<file path="src/rtl/mem_dump_unit.sv">
// Data-memory dump engine: on an instruction trigger edge or start pulse, streams
// every word as an (index*4, data) record. Define MEM_DUMP_SKIP_ZERO_EN to drop zero words.
module mem_dump_unit #(
  parameter int          DATA_W       = 32,
  parameter int          DEPTH        = 1024,
  parameter int          ADDR_W       = 10,
  parameter logic [31:0] TRIGGER_INST = 32'h00000793
) (
  input  logic              clock,
  input  logic              reset,
  input  logic [31:0]       inst_f,
  input  logic              start,
  output logic [ADDR_W-1:0] mem_addr,
  input  logic [DATA_W-1:0] mem_rdata,
  output logic              dump_valid,
  input  logic              dump_ready,
  output logic [31:0]       dump_addr,
  output logic [DATA_W-1:0] dump_data,
  output logic              busy,
  output logic              done
);
  typedef enum logic [2:0] {S_IDLE, S_READ, S_LATCH, S_SEND, S_DONE} state_t;

  localparam logic [ADDR_W-1:0] LAST_IDX = ADDR_W'(DEPTH - 1);

  state_t              state_q;
  logic [ADDR_W-1:0]   idx_q, mem_addr_q;
  logic                match_q, dump_valid_q, busy_q, done_q;
  logic [31:0]         dump_addr_q;
  logic [DATA_W-1:0]   dump_data_q;

  logic                match, go, last, skip_word;
  logic [ADDR_W-1:0]   idx_inc;
  logic [31:0]         rec_addr;

  // match_q resets to 0, so a trigger already present at reset release is an edge
  assign match    = (inst_f == TRIGGER_INST);
  assign go       = (match & ~match_q) | start;
  assign last     = (idx_q == LAST_IDX);
  assign idx_inc  = idx_q + ADDR_W'(1);
  assign rec_addr = 32'({idx_q, 2'b00});

`ifdef MEM_DUMP_SKIP_ZERO_EN
  assign skip_word = (mem_rdata == '0);
`else
  assign skip_word = 1'b0;
`endif

  always_ff @(posedge clock or posedge reset) begin
    if (reset) begin
      state_q      <= S_IDLE;
      idx_q        <= '0;
      mem_addr_q   <= '0;
      match_q      <= 1'b0;
      dump_valid_q <= 1'b0;
      dump_addr_q  <= '0;
      dump_data_q  <= '0;
      busy_q       <= 1'b0;
      done_q       <= 1'b0;
    end else begin
      match_q <= match;
      done_q  <= 1'b0;
      case (state_q)
        S_IDLE: if (go) begin
          idx_q      <= '0;
          mem_addr_q <= '0;
          busy_q     <= 1'b1;
          state_q    <= S_READ;
        end
        S_READ: state_q <= S_LATCH;
        S_LATCH: begin
          if (skip_word) begin
            if (last) begin
              done_q  <= 1'b1;
              state_q <= S_DONE;
            end else begin
              idx_q      <= idx_inc;
              mem_addr_q <= idx_inc;
              state_q    <= S_READ;
            end
          end else begin
            dump_data_q  <= mem_rdata;
            dump_addr_q  <= rec_addr;
            dump_valid_q <= 1'b1;
            state_q      <= S_SEND;
          end
        end
        S_SEND: if (dump_ready) begin
          dump_valid_q <= 1'b0;
          if (last) begin
            done_q  <= 1'b1;
            state_q <= S_DONE;
          end else begin
            idx_q      <= idx_inc;
            mem_addr_q <= idx_inc;
            state_q    <= S_READ;
          end
        end
        S_DONE: begin
          busy_q  <= 1'b0;
          state_q <= S_IDLE;
        end
        default: state_q <= S_IDLE;
      endcase
    end
  end

  assign mem_addr   = mem_addr_q;
  assign dump_valid = dump_valid_q;
  assign dump_addr  = dump_addr_q;
  assign dump_data  = dump_data_q;
  assign busy       = busy_q;
  assign done       = done_q;
endmodule

</file>
<file path="config.mk">
export PLATFORM = sky130hd
export DESIGN_NAME = mem_dump_unit
export DESIGN_NICKNAME = d
export VERILOG_FILES = /design/src/rtl/mem_dump_unit.sv
export SDC_FILE = /design/constraint.sdc
export NUM_CORES = 1
export LEC_CHECK = 0
export ABC_CLOCK_PERIOD_IN_PS = 4190
export CAP_MARGIN = 10
export CORE_MARGIN = 3
export CORE_UTILIZATION = 40
export CTS_BUF_LIST = sky130_fd_sc_hd__clkbuf_4
export DETAILED_ROUTE_END_ITERATION = 8
export GPL_ROUTABILITY_DRIVEN = 0
export PLACE_DENSITY = 0.91
export SLEW_MARGIN = 10
export SYNTH_ARGS = -nofsm -noshare
export SYNTH_HDL_FRONTEND = slang
export SYNTH_SLANG_ARGS = --single-unit
export TNS_END_PERCENT = 1
</file>
<file path="constraint.sdc">
create_clock -name clock -period 4.19 [get_ports clock]
set_input_delay 0.838 -clock clock [delete_from_list [all_inputs] [get_ports clock]]
set_output_delay 0.838 -clock clock [all_outputs]
set_load 0.02 [all_outputs]
</file>
==> summary by stage <==
Status
The run finished with clean final reports.

STA
The hold violation total from the final report came to 0. Setup repair after global routing left no endpoint under its margin. The remaining max-slew budget at the tightest pin is 22.4%. Setup violations remaining at the end of the flow were counted as 0. Derived from the worst setup path, the maximum achievable clock frequency is 418 MHz. Across the routed clock network, the largest skew measured is 13.4 ps.

At the pin with the least slew margin, the transition time is 1160 ps. The routed design could run at a clock period as short as between 2000 and 2500 ps. Of the available clock period, the critical path in the final layout requires between 50% and 60%. The max-slew violation count is 0.

The post-route setup TNS is 0 ps.

Worst setup path
In this run the worst path has a maximum fanout of 8. The critical path launch point type is a register. Data arrives at the worst endpoint at 1550 ps. The number of buffer and inverter stages on the critical path is 1. In this design, the largest share of critical-path delay is due to buffers and inverters. The largest individual stage delay along the critical path comes from the cell sky130_fd_sc_hd__clkdlybuf4s50_1. Data on the critical path is required at its endpoint by 3350 ps. The kind of end point of the critical path is an output pin. The largest single stage delay on the critical path is 660 ps. Walking the worst path, the cells encountered are clkdlybuf4s50_1.

The worst reg-to-reg setup slack is 1970 ps. The setup path with the least slack is of type reg2out.

GRT
The number of global-route vias before repair is 2149. The sum of overflow across all layers after global routing is 0. The global-route wire length before repair is a little under 10000 um. The overall global routing resource usage is 16.8%. The pin count of the biggest net entering global routing is 49.

The initial antenna violation count is 0.

Detailed routing
For this run, design rule violations remaining after detail routing come to 0. The detailed router finished its first iteration with 50 violations. The remaining antenna violation count after routing is 0. The iteration count of the initial detailed-routing pass is 4. Dividing the detail-routed via count by the number of cells gives 4.96. The total number of vias is 2085.

The final wirelength is about 6300 um. The routed wire length per instance is 15.1 um.

Floorplan
Row generation in the floorplan step produced 29 rows. The number of top-level pins is 145. The full die area is approximately 7700 um^2. The core region is between 6000 and 7000 um^2. The die width is 87.6 um. The die is approximately 90 um tall.

The initial core utilization is a little over two fifths.

Power
The static leakage power is 1.68 nW. The sequential cell fraction of total power is 35.0%. The share of total power in the clock network is 12.6%. In this run the power density over the cells is about 750 nW/um^2. Net switching is 38.4% of the power. The combinational group share of total power is 52.4%. Internal power comes to 1.85 mW. The worst-case IR drop observed on VDD is between 0.5 and 0.6 mV. For this design the total switching power over the nets is 1.15 mW.

The sum of internal, switching and leakage power is between 2 and 3 mW.

Synth
Summing the areas of all compound-gate instances in the mapped netlist gives about 6.6% of the synthesized area. In this run, synthesis produced a sequential element count of 59. The post-synthesis cell type count is 38. The count of flip-flops with a built-in enable after synthesis is 0. The share of async-settable or async-resettable flops after synthesis is 100%. The multiplexer share of the synthesized area is 18.1%. The number of warning messages in the yosys log is 0. The post-synthesis average cell area is 12.7 um^2. In this run the cell area of the synthesized design comes to 2660 um^2.

Of the total synthesized cell area, the portion taken by full adders, half adders and majority gates is 0.470%. The cell count after synthesis came out at 210. The fraction of the yosys area taken by sequential cells is 55.5%. After Yosys synthesis, XOR and XNOR cells account for 0% of the synthesized area. The synthesized netlist devotes 11.3% of its cell area to simple gates.

The primary flip-flop cell chosen by synthesis mapping is sky130_fd_sc_hd__dfrtp_1. By area, the combinational part of the netlist is dominated by multiplexers.

Clock tree
The tree built by TritonCTS fans out to between 50 and 60 sinks. The quantity of gates resized following cts is 0. The root buffer cell is sky130_fd_sc_hd__clkbuf_4. Clock-pin slew was measured on the worst setup and hold paths at 100 ps.

Clock tree synthesis inserted a total of 9 buffers. CTS built an H-tree with a depth of 3. The clock tree from TritonCTS is built. The insertion delay to the later sink of the worst-skew pair is 400 ps. The number of setup buffers added after CTS is 0.

In this run, post-CTS hold repair placed 0 buffers. The longest clock path from root to sink contains 2 buffers.

Layout
The number of antenna diodes in the final layout is 0. The layout-stage area growth over the synthesis result is 50.5%. The total of fill cells in the finished design is 506.

The layout cell share with drive strength beyond 1 is 18.4%. After the last flow step, the layout net total stands at 407.

Place
The count of buffers added on input and output ports is 122. The detailed placement HPWL is 4740 um.

Flow run
The count of maximum capacitance violations is 0.

Min path
In this run the worst hold path is classified as reg2reg.
## metrics by stage
step                setup WS (ps)  cells  cell area (um^2)  utilization, %  hold WS, ps
finish                       1800    420              4010            62.7          513
global route                 1720    420              4010            62.7          535
CTS                          1780    420              4010            62.7          518
detailed placement           1600    404              3880            60.8          495
global placement             1680    404              3880            60.8          489
floorplan                    1900    231              2740               -          468
## cells in the mapped netlist, types with 3 or more instances
| master | instances | area (um^2) |
|---|---|---|
| sky130_fd_sc_hd__dfrtp_1 | 59 | 1480 |
| sky130_fd_sc_hd__mux2_2 | 42 | 473 |
| sky130_fd_sc_hd__buf_4 | 23 | 173 |
| sky130_fd_sc_hd__nor4_1 | 7 | 43.8 |
| sky130_fd_sc_hd__a21o_1 | 6 | 45.0 |
| sky130_fd_sc_hd__nand2_1 | 6 | 22.5 |
| sky130_fd_sc_hd__nand3_1 | 6 | 30.0 |
| sky130_fd_sc_hd__nor2_1 | 6 | 22.5 |
| sky130_fd_sc_hd__buf_2 | 4 | 20.0 |
| sky130_fd_sc_hd__inv_1 | 4 | 15.0 |
| sky130_fd_sc_hd__nor3_1 | 4 | 20.0 |
| sky130_fd_sc_hd__o21ai_0 | 4 | 20.0 |
| sky130_fd_sc_hd__o31ai_1 | 4 | 30.0 |
| sky130_fd_sc_hd__nand4_1 | 3 | 18.8 |
| sky130_fd_sc_hd__or3_1 | 3 | 18.8 |
## flip-flops by register name, summed over array words and instances, names as in the netlist
signal / count
done: 1
dump_addr: 10
busy: 1
dump_valid: 1
mem_addr: 10
match_q: 1
state_q: 3
dump_data: 32
## final timing paths
kind,endpoint,depth (start not counted),start
worst max-delay path,mem_addr[3],1,mem_addr[3]
worst min-delay path,dump_data[17],1,dump_data[17]
worst max register to register,dump_addr[7],3,state_q[2]
worst min register to register,dump_data[17],1,dump_data[17]
max in group asynchronous,dump_data[9],3,reset
min in group asynchronous,dump_data[3],2,reset
## cell type report
cell class,instances,area [um^2],share of cell area [%]
repair buffers,123,1230,30.7
well taps,77,96.3,2.40
clock buffers,9,67.6,1.69
inverters,4,15.0,0.375
flip-flops and latches,59,1480,36.9
multi-input cells,141,1060,26.5
clock inverters,7,58.8,1.47
## cell usage in the layout (no fill, tap or decap), types with 3 or more instances in the layout
master                            count
sky130_fd_sc_hd__o21ai_0              4
sky130_fd_sc_hd__nand2_1              6
sky130_fd_sc_hd__clkinv_1             3
sky130_fd_sc_hd__nor2_1               5
sky130_fd_sc_hd__nor3_1               4
sky130_fd_sc_hd__mux2_2              42
sky130_fd_sc_hd__clkdlybuf4s50_1    122
sky130_fd_sc_hd__o31ai_1              4
sky130_fd_sc_hd__nor4_1               7
sky130_fd_sc_hd__a21o_1               6
sky130_fd_sc_hd__dfrtp_1             59
sky130_fd_sc_hd__or3_1                3
sky130_fd_sc_hd__nand3_1              6
sky130_fd_sc_hd__conb_1              22
sky130_fd_sc_hd__inv_1                3
sky130_fd_sc_hd__nand4_1              3
sky130_fd_sc_hd__clkbuf_4             9
## power groups by stage
| stage | sequential (mW) | combinational (mW) | clock [mW] |
|---|---|---|---|
| after floorplan | 1.35 | 0.586 | 0 |
| after global placement | 1.04 | 1.55 | 0 |
| after detailed placement | 1.06 | 1.59 | 0 |
| after CTS | 1.05 | 1.59 | 0.393 |
| final | 1.05 | 1.57 | 0.377 |
| after global routing | 1.10 | 1.69 | 0.420 |
## worst reg2reg max path: cells and delay by family, from the launching register on
family,cells,cell delay [ps]
simple gates,2,1250
flops,1,430
mux,1,440
## kinds of logic after synthesis
kind of cell / count (synthesis)
AND/OR/NAND/NOR: 51
flip-flops: 59
other: 1
adder cells (fa/ha/maj): 1
multiplexers: 43
buffers and inverters: 31
AO/OA/AOI/OAI: 24
## per-layer routing
layer / wire length, um / share of wire [%] / up-vias / global-route usage, %
met5: 0 / 0 / - / 0
met2: 3360 / 53 / 91 / 29.7
met3: 555 / 8.7 / 9 / 7.62
li1: - / - / 978 / -
met4: 70 / 1.1 / 0 / 3.77
met1: 2360 / 37 / 1007 / 18.5
(Power assumes the default switching activity.)
